**src/rtl/red_reduce_seq_pkg.sv**
```systemverilog
// Shared types and widths for the RED byte-reduction unit.
package red_pkg;

  localparam int BYTE_W = 8;
  localparam int SUM_W  = 9;

  typedef enum logic [2:0] {
    IDLE = 3'd0,
    LO   = 3'd1,
    HI   = 3'd2,
    FIN  = 3'd3,
    DONE = 3'd4
  } state_t;

endpackage

```
**src/rtl/red_reduce_seq_if.sv**
```systemverilog
// Operand/result handshake bundle between ID-EX and the EX result mux.
interface red_reduce_seq_if #(
  parameter int DW = 16
);

  logic          in_valid;
  logic          in_ready;
  logic [DW-1:0] rs;
  logic [DW-1:0] rt;
  logic          out_valid;
  logic          out_ready;
  logic [DW-1:0] result;

  modport master (
    output in_valid, rs, rt, out_ready,
    input  in_ready, out_valid, result
  );

  modport slave (
    input  in_valid, rs, rt, out_ready,
    output in_ready, out_valid, result
  );

endinterface

```
**src/rtl/red_reduce_seq_cla.sv**
```systemverilog
// 9-bit carry-lookahead adder, every carry expanded flat from g/p and cin.
// Latency: combinational.
// Backpressure: none.
module red_cla9
  import red_pkg::*;
(
  input  logic [SUM_W-1:0] a,
  input  logic [SUM_W-1:0] b,
  input  logic             cin,
  output logic [SUM_W-1:0] sum,
  output logic             cout
);

  logic [SUM_W-1:0] g;
  logic [SUM_W-1:0] p;
  logic [SUM_W:0]   c;
  logic             prod;
  logic             term;

  always_comb begin
    g    = a & b;
    p    = a ^ b;
    c    = '0;
    prod = 1'b0;
    term = 1'b0;
    c[0] = cin;
    // c[i] = OR over k of g[k] & p[k+1..i-1], plus cin & p[0..i-1]
    for (int i = 1; i <= SUM_W; i++) begin
      term = 1'b0;
      for (int k = 0; k < i; k++) begin
        prod = g[k];
        for (int m = k + 1; m < i; m++) begin
          prod = prod & p[m];
        end
        term = term | prod;
      end
      prod = cin;
      for (int m = 0; m < i; m++) begin
        prod = prod & p[m];
      end
      c[i] = term | prod;
    end
    sum  = p ^ c[SUM_W-1:0];
    cout = c[SUM_W];
  end

endmodule

```
**src/rtl/red_reduce_seq.sv**
```systemverilog
// Sums the four bytes of rs and rt using one shared 9-bit adder over three passes.
// Latency: result valid on the 4th edge counting the accept edge; one result per 4 cycles.
// Backpressure: result held in DONE until out_ready; a new accept may coincide with the take.
module red_reduce_seq
  import red_pkg::*;
#(
  parameter int DW   = 16,
  parameter bit SEXT = 1'b0
)(
  input  logic             clk,
  input  logic             rst,
  input  logic             flush,
  red_reduce_seq_if.slave  bus,
  output logic             busy
);

  localparam int EXT_W = DW - SUM_W - 1;

  state_t           state_q;
  state_t           state_d;
  logic [DW-1:0]    rs_q;
  logic [DW-1:0]    rt_q;
  logic [SUM_W-1:0] sum_lo_q;
  logic [SUM_W-1:0] sum_hi_q;
  logic [DW-1:0]    result_q;
  logic             out_valid_q;

  logic             accept;
  logic [SUM_W-1:0] add_a;
  logic [SUM_W-1:0] add_b;
  logic [SUM_W-1:0] add_s;
  logic             add_co;
  logic [SUM_W:0]   red_sum;
  logic [DW-1:0]    red_ext;

  assign bus.in_ready  = (state_q == IDLE) || ((state_q == DONE) && bus.out_ready);
  assign accept        = bus.in_valid && bus.in_ready && !flush;
  assign bus.out_valid = out_valid_q;
  assign bus.result    = result_q;
  assign busy          = (state_q != IDLE);

  always_comb begin
    state_d = state_q;
    add_a   = '0;
    add_b   = '0;
    unique case (state_q)
      IDLE: begin
        if (accept) state_d = LO;
      end
      LO: begin
        add_a   = {1'b0, rs_q[BYTE_W-1:0]};
        add_b   = {1'b0, rt_q[BYTE_W-1:0]};
        state_d = flush ? IDLE : HI;
      end
      HI: begin
        add_a   = {1'b0, rs_q[DW-1:BYTE_W]};
        add_b   = {1'b0, rt_q[DW-1:BYTE_W]};
        state_d = flush ? IDLE : FIN;
      end
      FIN: begin
        add_a   = sum_lo_q;
        add_b   = sum_hi_q;
        state_d = flush ? IDLE : DONE;
      end
      DONE: begin
        if (flush)              state_d = IDLE;
        else if (bus.out_ready) state_d = accept ? LO : IDLE;
      end
      default: state_d = IDLE;
    endcase
  end

  red_cla9 u_add (
    .a    (add_a),
    .b    (add_b),
    .cin  (1'b0),
    .sum  (add_s),
    .cout (add_co)
  );

  // The combine pass needs the adder carry as bit 9 of the reduction.
  assign red_sum = {add_co, add_s};
  assign red_ext = SEXT ? {{EXT_W{red_sum[SUM_W]}}, red_sum}
                        : {{EXT_W{1'b0}}, red_sum};

  always_ff @(posedge clk) begin
    if (rst) begin
      state_q     <= IDLE;
      rs_q        <= '0;
      rt_q        <= '0;
      sum_lo_q    <= '0;
      sum_hi_q    <= '0;
      result_q    <= '0;
      out_valid_q <= 1'b0;
    end else begin
      state_q <= state_d;
      if (accept) begin
        rs_q <= bus.rs;
        rt_q <= bus.rt;
      end
      if (flush) begin
        out_valid_q <= 1'b0;
      end else begin
        unique case (state_q)
          LO:   sum_lo_q <= add_s;
          HI:   sum_hi_q <= add_s;
          FIN: begin
            result_q    <= red_ext;
            out_valid_q <= 1'b1;
          end
          DONE: begin
            if (bus.out_ready) out_valid_q <= 1'b0;
          end
          default: ;
        endcase
      end
    end
  end

endmodule

```
**src/flat_wrapper.sv**
```systemverilog
// flat-port wrapper written by rule: the top's interface ports become plain ports
module red_reduce_seq_flat import red_pkg::*;
#(
  parameter int DW   = 16,
  parameter bit SEXT = 1'b0
)
  (clk, rst, flush, busy, bus_in_valid, bus_rs, bus_rt, bus_out_ready, bus_in_ready, bus_out_valid, bus_result);
  red_reduce_seq_if #(.DW(DW)) bus_i ();
  input  logic clk;
  input  logic rst;
  input  logic flush;
  output logic busy;
  input wire logic [$bits(bus_i.in_valid)-1:0] bus_in_valid;
  input wire logic [$bits(bus_i.rs)-1:0] bus_rs;
  input wire logic [$bits(bus_i.rt)-1:0] bus_rt;
  input wire logic [$bits(bus_i.out_ready)-1:0] bus_out_ready;
  output wire logic [$bits(bus_i.in_ready)-1:0] bus_in_ready;
  output wire logic [$bits(bus_i.out_valid)-1:0] bus_out_valid;
  output wire logic [$bits(bus_i.result)-1:0] bus_result;
  assign bus_i.in_valid = bus_in_valid;
  assign bus_i.rs = bus_rs;
  assign bus_i.rt = bus_rt;
  assign bus_i.out_ready = bus_out_ready;
  assign bus_in_ready = bus_i.in_ready;
  assign bus_out_valid = bus_i.out_valid;
  assign bus_result = bus_i.result;
  red_reduce_seq #(.DW(DW), .SEXT(SEXT)) u_core (.clk(clk), .rst(rst), .flush(flush), .bus(bus_i), .busy(busy));
endmodule
```
**config.mk**
```make
export PLATFORM = sky130hd
export DESIGN_NAME = red_reduce_seq_flat
export DESIGN_NICKNAME = d
export VERILOG_FILES = /design/src/rtl/red_reduce_seq_pkg.sv /design/src/rtl/red_reduce_seq_if.sv /design/src/rtl/red_reduce_seq_cla.sv /design/src/rtl/red_reduce_seq.sv /design/src/flat_wrapper.sv
export SDC_FILE = /design/constraint.sdc
export NUM_CORES = 1
export LEC_CHECK = 0
export BUFFER_PORTS_ARGS = -buffer_cell sky130_fd_sc_hd__buf_2
export CAP_MARGIN = 20
export CELL_PAD_IN_SITES_DETAIL_PLACEMENT = 1
export CELL_PAD_IN_SITES_GLOBAL_PLACEMENT = 2
export CORE_MARGIN = 2
export CORE_UTILIZATION = 29
export CTS_CLUSTER_DIAMETER = 60
export DETAILED_ROUTE_END_ITERATION = 6
export GPL_TIMING_DRIVEN = 0
export PLACE_DENSITY = 0.85
export SLEW_MARGIN = 20
export SYNTH_ARGS = -nofsm -noshare
export SYNTH_HDL_FRONTEND = slang
export SYNTH_SLANG_ARGS = --single-unit
```
**constraint.sdc**
```tcl
create_clock -name clk -period 2.8 [get_ports clk]
set_input_delay 0.42 -clock clk [delete_from_list [all_inputs] [get_ports clk]]
set_output_delay 0.42 -clock clk [all_outputs]
set_load 0.05 [all_outputs]
```
After elaboration in Yosys (flattened, before gate mapping)
Index checks and enable logic that the tools add are counted.
Widths: inputs -> output; s select.
{ "word_totals": {"regBits": 64, "in_bits": 37, "output_inout_bits": 19, "elab_cells": 116} }
{ "classes": {"n_eq_ne": 7, "mux": 12, "bitwise": 76, "reduce_logical": 14} }
{ "ops": {"columns": ["op", "n"], "rows": [
  ["$pmux 9 s3", 2],
  ["$and 1x1->1", 36],
  ["$or 1x1->1", 36],
  ["$xor 9x9->9", 2],
  ["$pmux 3 s5", 1],
  ["$mux 3", 4],
  ["$reduce_and 2->1", 5],
  ["$and 9x9->9", 1],
  ["$eq 3x2->1 const B", 2],
  ["$mux 2", 2],
  ["$eq 3x1->1 const B", 1],
  ["$eq 3x3->1 const B", 1],
  ["$logic_and 1x1->1", 3],
  ["$logic_not 3->1", 1],
  ["$ne 3x3->1 const B", 1],
  ["$reduce_bool 3->1", 1],
  ["$mux 1", 2],
  ["$ne 2x1->1 const B", 1],
  ["$ne 2x2->1 const B", 1],
  ["$pmux 1 s2", 1],
  ["$reduce_bool 2->1", 1],
  ["$reduce_or 2->1", 1],
  ["$logic_not 1->1", 1],
  ["$logic_or 1x1->1", 1],
  ["$not 1->1", 1]
]} }

Longest topological paths before layout
{ "logic_depth": {"word_depth": 19, "depth_mapped": 14, "mapped_depth_nobuf": 11} }

By module
Synthesis repeated with hierarchy kept, for this count alone.
{ "unflattened": {"hier_cells": 401, "area_unflattened_um2": 3573.4} }
{ "modules_own_cells": {"columns": ["mod", "n_inst", "cells_each", "area_each_um2", "seq_area_each_um2"], "rows": [
  ["red_reduce_seq", 1, 354, 3188.1, 1281.2],
  ["red_cla9", 1, 47, 385.4, 0.0]
]} }

Least setup slack after synthesis
OpenSTA, ideal clock, no wires.
{ "synth_timing": {"kind": "register to register", "from": "register u_core.state_q[0]", "to": "register u_core.result_q[9] (netlist: u_core.bus.result[9])", "setup_ns": 0.129, "arrival_time_ns": 2.710, "required_ns": 2.671, "slack_ns": -0.039, "path_stages_with_launch": 13, "n_path_buf": 2, "period_less_slack_ns": 2.839, "cell_sequence": "dfxtp_1 -> buf_4 -> buf_4 -> mux2_2 -> a21oi_1 -> nor2_1 -> ha_1 -> ha_1 -> o211ai_1 -> a21oi_1 -> or3_1 -> a211oi_1 -> nor3_1"} }
{ "synth_between": {"elab_chain_len": 19, "word_cells_on_any_way": 52, "cone_classes": "eq/ne: 3; mux: 2; bitwise: 46; reduce/logical: 1"} }
{ "synth_rtl": {"columns": ["item", "line_no", "source"], "rows": [
  ["start, declared", "red_reduce_seq.sv:19", "state_t state_q;"],
  ["start signal, assigned", "red_reduce_seq.sv:96", "state_q <= state_d;"],
  ["$eq 3x2->1 (tied with other cells)", "red_reduce_seq.sv:46, red_reduce_seq.sv:104", null],
  ["$pmux 9 s3", "red_reduce_seq.sv:46", "unique case (state_q)"],
  ["$and 9x9->9 / $xor 9x9->9 (equally long branches)", "red_reduce_seq_cla.sv:21, red_reduce_seq_cla.sv:22", null],
  ["$and 1x1->1 (8 in a row)", "red_reduce_seq_cla.sv:33", "prod = prod & p[m];"],
  ["$or 1x1->1 (8 in a row)", "red_reduce_seq_cla.sv:35", "term = term | prod;"],
  ["end signal, assigned", "red_reduce_seq.sv:108", "result_q <= red_ext;"],
  ["end, declared", "red_reduce_seq.sv:25", "logic [DW-1:0] result_q;"]
]} }
Several ways; a longest one is shown, not always the timed one.
A chain may end at the register's enable or synchronous reset.

Worst setup path in the final report
Same ends and word-level chain as after synthesis.

==> metrics.txt <==
CTS Buf Count 9; CP endpoint kind flip-flop; largest net degree at the start of global routing 16; Final Non-Filler Cells around 650; Placer Congestion 0.857; htree depth 3; vias in the first global route 3187; FFs w/ async S/R, synth 0%; grt ovf 0; PortBufs 48; total number of vias roughly 3100; fin. max-slew vios 0; Die W 112 um; Post-synth EDFFs 0; final hold vios 0; leakage power 1.78 nW; full die area 12400 sq um; ys flop type dfxtp_1; Final Cycle Share between 90% and 100%; pre-CTS setup slack -0.452 ns; Synth Register Bits 64; Hold Path Class in -> reg; worst vdd ir 0.279 mV; Seq/Total Area, Yosys 38.2%; CP most frequent cell ha_4; unique cell type count in the Yosys netlist 44; mux cell area share after synthesis 5.37%; drt drc 0; Avg Cell Area, Syn 7.95 sq um; cell chain of the critical path buf_8 > mux2_4 > a21oi_4 > nor2_4 > ha_4 > ha_4 > o211ai_1 > a21oi_2 > or3_4 > a211oi_2 > nor3_1; Slew HR ~49%; status complete, no violations; cts hold-fix bufs 0; delay-heaviest family, CP compound AO/OA/AOI/OAI gates; TritonRoute pass-1 iters 4; Compound-Gate Fraction of Synth Area 18.2%; PwrDens 531 nW/um^2; main combinational cell family by area after synthesis simple AND/OR/NAND/NOR gates; RSZ-0062 raised after global routing true; yosys warns 0; final net count about 550; Critical path buffers and inverters 1; Tot GR Track Use 16.4%; fmax 358 MHz; ANT nets after route 0; CTS tree done; slowest cell on the critical path or3_4; clock period minus worst slack between 2 and 3 ns; layout cell share with drive strength beyond 1 35.2%; placed insts 618; Final Setup Violations 0; post-synthesis xor/xnor area fraction 1.04%; Post-Syn Instances 422; CTS root buf clkbuf_16; wire per inst 16.5 um; max capacitance violation total 0; Initial Util 29.5%; Setup Crit Path Kind reg -> reg; CP required 3.00 ns; Multi-input gate area 2110 sq um; crit-path max FO 5; Reg clk slew, reported paths 0.06 ns; Post-Synth Simple-Gate Area 26.3%; CP Launch Type flip-flop; CTS Sinks 64; die height ~110 um; worst setup margin between 0.006 and 0.007 ns; antenna cells 0; Clock Skew 0.00655 ns; Worst EP arrival 3.00 ns; dpl hpwl 7390 um; Area Growth Syn to Fin 34.6%; Cell Area, Synth roughly 3400 sq um; core area 11400 sq um; setup_tns 0 ns; Total Wirelength 10700 um; sequential cell area 1290 sq um; # IOs 56; Post-Synth Adder-Cell Area 4.33%; CTS Buffer Depth 2; initial DRC count 100; Critical Path Max Stage Delay 0.44 ns; num rows 39; clk_lat worst skew 0.33 ns; global-route wire length before repair 16300 um; # fillers approximately 1400; Tightest Pin Transition ~0.76 ns; routed vias/inst roughly 4.8; initial antenna violation count 0
metal layers:
metal  track usage (%)  up-vias  routed length (um)
li1                  -     1556                   -
met1              20.9     1465                4890
met2              28.6       59                5230
met3              2.89       15                 334
met4              4.69        0                 207
met5                 0        -                   0
cell type report:
cell class                 instances  area share, %
inverter                           2          0.166
clock buffer                      11           5.37
buffer                            31           4.93
multi-input combinational        328           46.7
sequential                        64           28.5
timing repair buffer              64           8.61
clock inverter                     5           1.77
tap                              143           3.96
power breakdown:
group          internal, mW  switching, mW  total (mW)
Sequential            0.934         0.0158       0.950
Combinational        0.0979          0.141       0.239
Clock                 0.802          0.409        1.21
Total                  1.83          0.566        2.40
kinds of logic after synthesis:
logic type,after synthesis
and+or+nand+nor,196
AOI/OAI and AO/OA,95
DFF,64
buffers and inverters,35
muxes,16
adders and majority gates,11
xor gates and xnor gates,4
other,1
stage by stage:
stage          utilization (%)  area (sq um)  total power, mW  hold slack [ns]
2_1_floorplan                -          3380             1.11            0.433
3_3_place_gp              33.4          3800             1.18            0.444
3_5_place_dp              33.4          3800             1.18            0.448
4_1_cts                   36.9          4200             2.39            0.327
5_1_grt                   39.7          4520             2.48            0.342
6_report                  39.7          4520             2.40            0.328
Yosys cell counts, drive strengths merged, types with 2 or more instances:
master | number | area, sq um
nand3b | 8 | 60.1
and3 | 2 | 12.5
nor2 | 42 | 158
o211ai | 2 | 15.0
clkbuf | 9 | 33.8
nand3 | 2 | 15.0
dfxtp | 64 | 1280
buf | 24 | 175
a211oi | 5 | 37.5
o21ai | 7 | 35.0
and2 | 3 | 18.8
a21oi | 73 | 448
mux2 | 16 | 180
or3 | 2 | 12.5
nor2b | 2 | 20.0
xnor2 | 3 | 26.3
nor3 | 5 | 47.5
ha | 10 | 125
nand2b | 5 | 31.3
inv | 2 | 7.51
nand2 | 119 | 447
final timing paths:
path	from	endpoint	slack (ns)	cells after the start
setup / recovery	u_core.state_q[0]	u_core.bus.result[9]	0.007	11
hold / removal	bus_rt[9]	u_core.rt_q[9]	0.33	3
setup reg to reg	u_core.state_q[0]	u_core.bus.result[9]	0.007	11
hold reg to reg	u_core.bus.result[1]	u_core.bus.result[1]	0.45	2
timing repair:
action                                  in CTS  in global routing
endpoints found under the setup margin      18                 16
buffers inserted                             5                 10
pin swaps                                    3                 17
gates cloned                                 0                  1
resized for setup                           16                 46
cell usage in the layout, fill, tap and decap left out, types with 5 or more instances in the layout:
master / netlist / final
nand2_1: 119 / 119
dfxtp_1: 64 / 62
buf_2: 8 / 54
a21oi_1: 51 / 40
nor2_1: 42 / 38
a21oi_2: 22 / 31
buf_4: 12 / 22
mux2_2: 16 / 13
clkbuf_16: 0 / 10
clkbuf_1: 9 / 8
nand3b_1: 8 / 8
buf_6: 4 / 6
conb_1: 1 / 6
nand2b_1: 5 / 5
ha_4: 0 / 5
worst reg2reg max path, delay by kind of cell (launching register included):
| family | cells | cell delay [ns] |
|---|---|---|
| compound gates | 4 | 0.82 |
| simple gates | 3 | 0.56 |
| fa+ha+maj | 2 | 0.42 |
| flops | 1 | 0.40 |
| buf+inv | 1 | 0.14 |
| mux | 1 | 0.32 |
flip-flops by register name (all words and copies together), names as in the netlist:
name / cells
u_core.rt_q: 16
u_core.bus.result: 10
u_core.rs_q: 16
u_core.bus.out_valid: 1
u_core.sum_hi_q: 9
u_core.state_q: 3
u_core.sum_lo_q: 9
Note: power is estimated with default switching activity, not from simulation.
